File: src/rtl/mux_seq_pkg.sv
`default_nettype none
// +------------------------------------------------------------------+
// | mux_seq_pkg                                                      |
// | Shared state encoding and parameter defaults for mux_sequencer.  |
// | Revision: 1.0 - initial release                                  |
// +------------------------------------------------------------------+
package mux_seq_pkg;

   // Sequencer states: idle/direct-select and scan-in-progress
   typedef enum logic {
      OCIOSO = 1'b0,
      VARRE  = 1'b1
   } state_t;

   localparam int WIDTH_DEF = 16;
   localparam int N_DEF     = 5;

endpackage : mux_seq_pkg
`default_nettype wire

File: src/rtl/mux_sequencer_mux_n_to_one.sv
`default_nettype none
// +------------------------------------------------------------------+
// | mux_n_to_one                                                     |
// | Combinational WIDTH-bit N-to-1 selector. Selects outside 0..N-1  |
// | return zero and raise out_of_range (correct for any N, not only  |
// | powers of two).                                                  |
// | Revision: 1.0 - initial release                                  |
// +------------------------------------------------------------------+
module mux_n_to_one #(
   parameter int WIDTH = 16,
   parameter int N     = 5,
   parameter int SELW  = $clog2(N)
) (
   input  logic [SELW-1:0]    sel,
   input  logic [N*WIDTH-1:0] data,
   output logic [WIDTH-1:0]   y,
   output logic               out_of_range
);

   // Zero-extend before comparing so unused codes above N-1 are caught
   assign out_of_range = (32'(sel) >= 32'(N));

   // Walk the legal indices; any unmatched select leaves the zero default
   always_comb begin
      y = '0;
      for (int k = 0; k < N; k++) begin
         if (sel == SELW'(k)) begin
            y = data[k*WIDTH +: WIDTH];
         end
      end
   end

endmodule : mux_n_to_one
`default_nettype wire

File: src/rtl/mux_sequencer.sv
`default_nettype none
// +------------------------------------------------------------------+
// | mux_sequencer                                                    |
// | Registered N-to-1 operand mux with a direct-select mode (op) and |
// | a scan mode that emits every input in order, one per clock, and  |
// | pulses fim with the last element.                                |
// | Optional feature macro: MUX_SEQ_SNAPSHOT_EN - capture all inputs |
// | when a scan starts and emit the captured copy during the scan.   |
// | Revision: 1.0 - initial release                                  |
// +------------------------------------------------------------------+
module mux_sequencer
   import mux_seq_pkg::*;
#(
   parameter  int WIDTH = WIDTH_DEF,
   parameter  int N     = N_DEF,
   localparam int SELW  = $clog2(N)
) (
   input  logic               clock,
   input  logic               reset,
   input  logic               modo,
   input  logic [SELW-1:0]    op,
   input  logic               iniciar,
   input  logic [N*WIDTH-1:0] entradas,
   output logic [WIDTH-1:0]   saida,
   output logic               valido,
   output logic [SELW-1:0]    indice,
   output logic               fim,
   output logic               ocupado,
   output logic               erro
);

   localparam logic [SELW-1:0] c_LAST = SELW'(N - 1);

   state_t               r_state;
   state_t               w_state_nxt;
   logic [WIDTH-1:0]     r_saida;
   logic [SELW-1:0]      r_indice;
   logic                 r_valido;
   logic                 r_fim;
   logic                 r_erro;

   logic [WIDTH-1:0]     w_saida_nxt;
   logic [SELW-1:0]      w_indice_nxt;
   logic                 w_valido_nxt;
   logic                 w_fim_nxt;
   logic                 w_erro_nxt;
   logic                 w_snap_load;

   logic [SELW-1:0]      w_idx_inc;
   logic [SELW-1:0]      w_sel;
   logic [N*WIDTH-1:0]   w_mux_data;
   logic [WIDTH-1:0]     w_mux_y;
   logic                 w_oor;

   assign w_idx_inc = r_indice + SELW'(1);

`ifdef MUX_SEQ_SNAPSHOT_EN
   logic [N*WIDTH-1:0]   r_snap;

   // Capture every input on the edge that accepts a scan start
   always_ff @(posedge clock or posedge reset) begin
      if (reset) begin
         r_snap <= '0;
      end else if (w_snap_load) begin
         r_snap <= entradas;
      end
   end

   // Element 0 is loaded live on the start edge (same value the snapshot takes);
   // later elements come from the frozen copy
   assign w_mux_data = (r_state == VARRE) ? r_snap : entradas;
`else
   // Without a snapshot every scan element is sampled live at its load edge
   assign w_mux_data = entradas;
`endif

   // Single shared selector: op in direct mode, next scan index otherwise
   always_comb begin
      w_sel = op;
      if (r_state == VARRE) begin
         w_sel = w_idx_inc;
      end else if (modo) begin
         w_sel = '0;
      end
   end

   mux_n_to_one #(
      .WIDTH (WIDTH),
      .N     (N),
      .SELW  (SELW)
   ) u_mux (
      .sel          (w_sel),
      .data         (w_mux_data),
      .y            (w_mux_y),
      .out_of_range (w_oor)
   );

   // Next-state and next-output decode; strobes default low, data holds
   always_comb begin
      w_state_nxt  = r_state;
      w_saida_nxt  = r_saida;
      w_indice_nxt = r_indice;
      w_valido_nxt = 1'b0;
      w_fim_nxt    = 1'b0;
      w_erro_nxt   = 1'b0;
      w_snap_load  = 1'b0;
      case (r_state)
         OCIOSO: begin
            if (!modo) begin
               if (w_oor) begin
                  w_saida_nxt = '0;
                  w_erro_nxt  = 1'b1;
               end else begin
                  w_saida_nxt  = w_mux_y;
                  w_indice_nxt = op;
                  w_valido_nxt = 1'b1;
               end
            end else if (iniciar) begin
               w_saida_nxt  = w_mux_y;
               w_indice_nxt = '0;
               w_valido_nxt = 1'b1;
               w_snap_load  = 1'b1;
               w_state_nxt  = VARRE;
            end
         end
         VARRE: begin
            w_saida_nxt  = w_mux_y;
            w_indice_nxt = w_idx_inc;
            w_valido_nxt = 1'b1;
            if (w_idx_inc == c_LAST) begin
               w_fim_nxt   = 1'b1;
               w_state_nxt = OCIOSO;
            end
         end
         default: begin
            w_state_nxt = OCIOSO;
         end
      endcase
   end

   // State and output registers, cleared asynchronously
   always_ff @(posedge clock or posedge reset) begin
      if (reset) begin
         r_state  <= OCIOSO;
         r_saida  <= '0;
         r_indice <= '0;
         r_valido <= 1'b0;
         r_fim    <= 1'b0;
         r_erro   <= 1'b0;
      end else begin
         r_state  <= w_state_nxt;
         r_saida  <= w_saida_nxt;
         r_indice <= w_indice_nxt;
         r_valido <= w_valido_nxt;
         r_fim    <= w_fim_nxt;
         r_erro   <= w_erro_nxt;
      end
   end

   assign saida   = r_saida;
   assign indice  = r_indice;
   assign valido  = r_valido;
   assign fim     = r_fim;
   assign erro    = r_erro;
   assign ocupado = (r_state == VARRE);

endmodule : mux_sequencer
`default_nettype wire

File: config.mk
export PLATFORM = sky130hd
export DESIGN_NAME = mux_sequencer
export DESIGN_NICKNAME = d
export VERILOG_FILES = /design/src/rtl/mux_seq_pkg.sv /design/src/rtl/mux_sequencer_mux_n_to_one.sv /design/src/rtl/mux_sequencer.sv
export SDC_FILE = /design/constraint.sdc
export NUM_CORES = 1
export LEC_CHECK = 0
export CAP_MARGIN = 20
export CORE_ASPECT_RATIO = 2
export CORE_MARGIN = 1.5
export CORE_UTILIZATION = 38
export DETAILED_ROUTE_END_ITERATION = 10
export DONT_BUFFER_PORTS = 1
export PLACE_DENSITY = 0.55
export REMOVE_ABC_BUFFERS = 1
export SLEW_MARGIN = 20
export SYNTH_ARGS = -nofsm -noshare
export SYNTH_HDL_FRONTEND = slang
export SYNTH_SLANG_ARGS = --single-unit
File: constraint.sdc
create_clock -name clock -period 2.4 [get_ports clock]
set_input_delay 0.24 -clock clock [delete_from_list [all_inputs] [get_ports clock]]
set_output_delay 0.24 -clock clock [all_outputs]
set_load 0.02 [all_outputs]
==> metrics.yaml <==
job:
  cap_violations: 0
sta:
  final.min_clock_period_ns: 2.15
  max_freq_mhz: 466
  period_share_pct: 89.5
  worstMarginPinSlew_ns: 0.949
  slew-limit-headroom_pct: 36.7
  hold_violations: 0
  grt_setup_unrepaired: "false"
  slew_viol_final: 0
  tns_ns: 0
  layout_setup_ws_ns: 0.253
  setup_viol_count_final: 0
  fin_skew_ns: 0.00438
cts:
  cts_setup_buffers: 0
  clk_pin_slew_ns: 0.09
  cts_root_buf: "clkbuf_8"
  clock_sinks: 23
  insertion_delay_ns: 0.27
  cts_buffers: 3
  cts_tree: "yes"
  clockBufferDepth: 2
  hold_buffers: 0
  cts_resized: 0
  h-tree-depth: 1
logic_synthesis:
  syn-cell-area_mm2: 0.00161
  ys_seq_elements: 23
  syn_area_per_cell_um2: 9.17
  ys.warnings.count: 0
  synth_cell_types: 42
  synthFlopType: "dfrtp_1"
  ys_seq_area_share_pct: 35.7
  synth_edf_count: 0
  syn_inst: 176
  synthArstFlopShare_pct: 100
finish:
  instances_no_fill: 224
  diodes: 0
  layout.nets: 262
  area_growth_pct: 5.35
  drive_above_1_share_pct: 16.3
power_and_ir_drop:
  p_per_area_mw_per_mm2: 1670
  leakage_nw: 0.669
  peakVddDrop_v: 0.00101
  swShare_pct: 52.6
  p_sw_w: 0.00150
  power_frac_seq_pct: 32.7
  clkPwrFrac_pct: 8.9
  p_comb_share_pct: 58.4
  p_int_w: 0.00135
grt:
  grt_pass1_vias: 1648
  grt_max_degree: 24
  grt-ovfl-total: 0
  antenna_found_initial: 0
  grt_pass1_wl_um: 7880
  track_usage_pct: 21.7
drt:
  viasPerCell: 6.95
  detailroute.via_count: 1556
  drt_iter0_markers: 55
  drc: 0
  drt-wirelength-per-cell_um: 23.1
  drt_wl_total_um: 5180
  firstDrtPassIters: 4
  ant_nets: 0
run_status:
  status: "completed"
setup_path:
  rr_startpoint: "indice[0]"
  rrSetupSlack_ns: 0.25
  cp_data_arrival_time_ns: 2.31
  start_kind: "flop"
  path_class: "flop to flop"
  r2r-end: "saida[14]"
  crit_path_start: "indice[0]"
  reg2reg_depth: 5
  worst-path-max-fanout: 7
  crit_required_ns: 2.56
  worstSetupEndpointType: "flop"
placed_design:
  place_ws_ns: 0.184
  dp_cells: 220
  gp_congestion: 0.874
  portBuffers: 0
  place_hpwl_um: 3760
die:
  start_util_pct: 39.5
  chipHeight_um: 95.2
  io_pins: 110
  core-area_mm2: 0.00409
  die-area_mm2: 0.00467
  die_w_um: 49.1
  num_rows: 33
min_path:
  min_path_type: "input pin to async pin"
worst max-delay path, cell delays in order (launching register included):
cell,delay (ns)
dfrtp_1,0.53
ha_1,0.30
xor2_2,0.20
a32o_1,0.39
a311o_2,0.33
o32a_1,0.28
synth_stat cells (2+ instances only):
| cell | n | area (µm²) |
|---|---|---|
| o31ai_1 | 15 | 113 |
| nor3b_1 | 3 | 22.5 |
| clkbuf_2 | 2 | 10.0 |
| o21ai_0 | 17 | 85.1 |
| nor3_1 | 15 | 75.1 |
| and3_2 | 5 | 37.5 |
| nor2b_1 | 2 | 12.5 |
| and3_1 | 11 | 68.8 |
| nor2_1 | 2 | 7.51 |
| mux2_2 | 2 | 22.5 |
| or3b_1 | 2 | 17.5 |
| dfrtp_1 | 23 | 576 |
| a21oi_1 | 2 | 10.0 |
| clkbuf_1 | 6 | 22.5 |
| inv_1 | 5 | 18.8 |
| a22oi_1 | 16 | 120 |
| buf_1 | 2 | 7.51 |
| ha_1 | 2 | 25.0 |
| a211oi_1 | 15 | 113 |
| nand2_1 | 4 | 15.0 |
| buf_6 | 4 | 45.0 |
worst max-delay path by stage:
stage                      endpoint  cells after the start
after floorplan           saida[14]                      4
after global placement    saida[14]                      5
after detailed placement   saida[2]                      6
after CTS                  saida[2]                      6
after global routing      saida[11]                      6
final                     saida[14]                      5
kinds of logic (layout without fill, tap and decap cells):
family	Yosys count	after routing	share of synthesized area, %
and+or+nand+nor	50	50	18.5
AOI/OAI and AO/OA	76	76	34.5
muxes	3	3	2.02
buffers and inverters	21	17	7.21
xor gates and xnor gates	1	1	0.543
DFF	23	23	35.7
adders and majority gates	2	2	1.55
registers in the layout, summed over array words and instances (netlist names):
signal and flops:
valido 1, erro 1, fim 1, indice 3, ocupado 1, saida 16
cell type report:
class	instances	area [µm²]
Timing Repair Buffer	8	60.1
Fill cell	404	2390
Clock inverter	1	5.00
Clock buffer	3	41.3
Sequential cell	23	576
Tap cell	52	65.1
Inverter	5	18.8
Multi-Input combinational cell	132	935
metrics by stage:
stage                     area (µm²)  util, %  hold slack, ns  power [W]
final                           1700     41.6          0.0699    0.00285
after global routing            1700     41.6           0.101    0.00307
after global placement          1650     40.3           0.382    0.00251
after CTS                       1690     41.4           0.101    0.00284
after floorplan                 1520        -           0.242    0.00206
after detailed placement        1650     40.3           0.385    0.00259
layout by cell type (no fill, tap or decap), types with 3 or more instances in the layout:
| cell | netlist | layout |
|---|---|---|
| clkbuf_8 | 0 | 3 |
| dfrtp_1 | 23 | 23 |
| nor3_1 | 15 | 15 |
| inv_1 | 5 | 5 |
| nand2_1 | 4 | 4 |
| o21ai_0 | 17 | 17 |
| a211oi_1 | 15 | 15 |
| buf_4 | 1 | 8 |
| and3_2 | 5 | 5 |
| and3_1 | 11 | 11 |
| o31ai_1 | 15 | 15 |
| a22oi_1 | 16 | 16 |
power groups by stage:
stage,sequential [W],combinational (W),clock [W]
after global placement,0.000937,0.00157,0
after global routing,0.000953,0.00184,0.000275
after detailed placement,0.000938,0.00165,0
final,0.000932,0.00166,0.000253
after CTS,0.000931,0.00165,0.000260
after floorplan,0.000921,0.00114,0
layer usage:
layer	GRT usage (%)	up-vias	routed length [µm]
met1	21.7	763	1730
met3	3.45	10	351
li1	-	678	-
met2	42.3	105	3010
met4	10.5	0	85
met5	0	-	0
(Power assumes the default switching activity.)
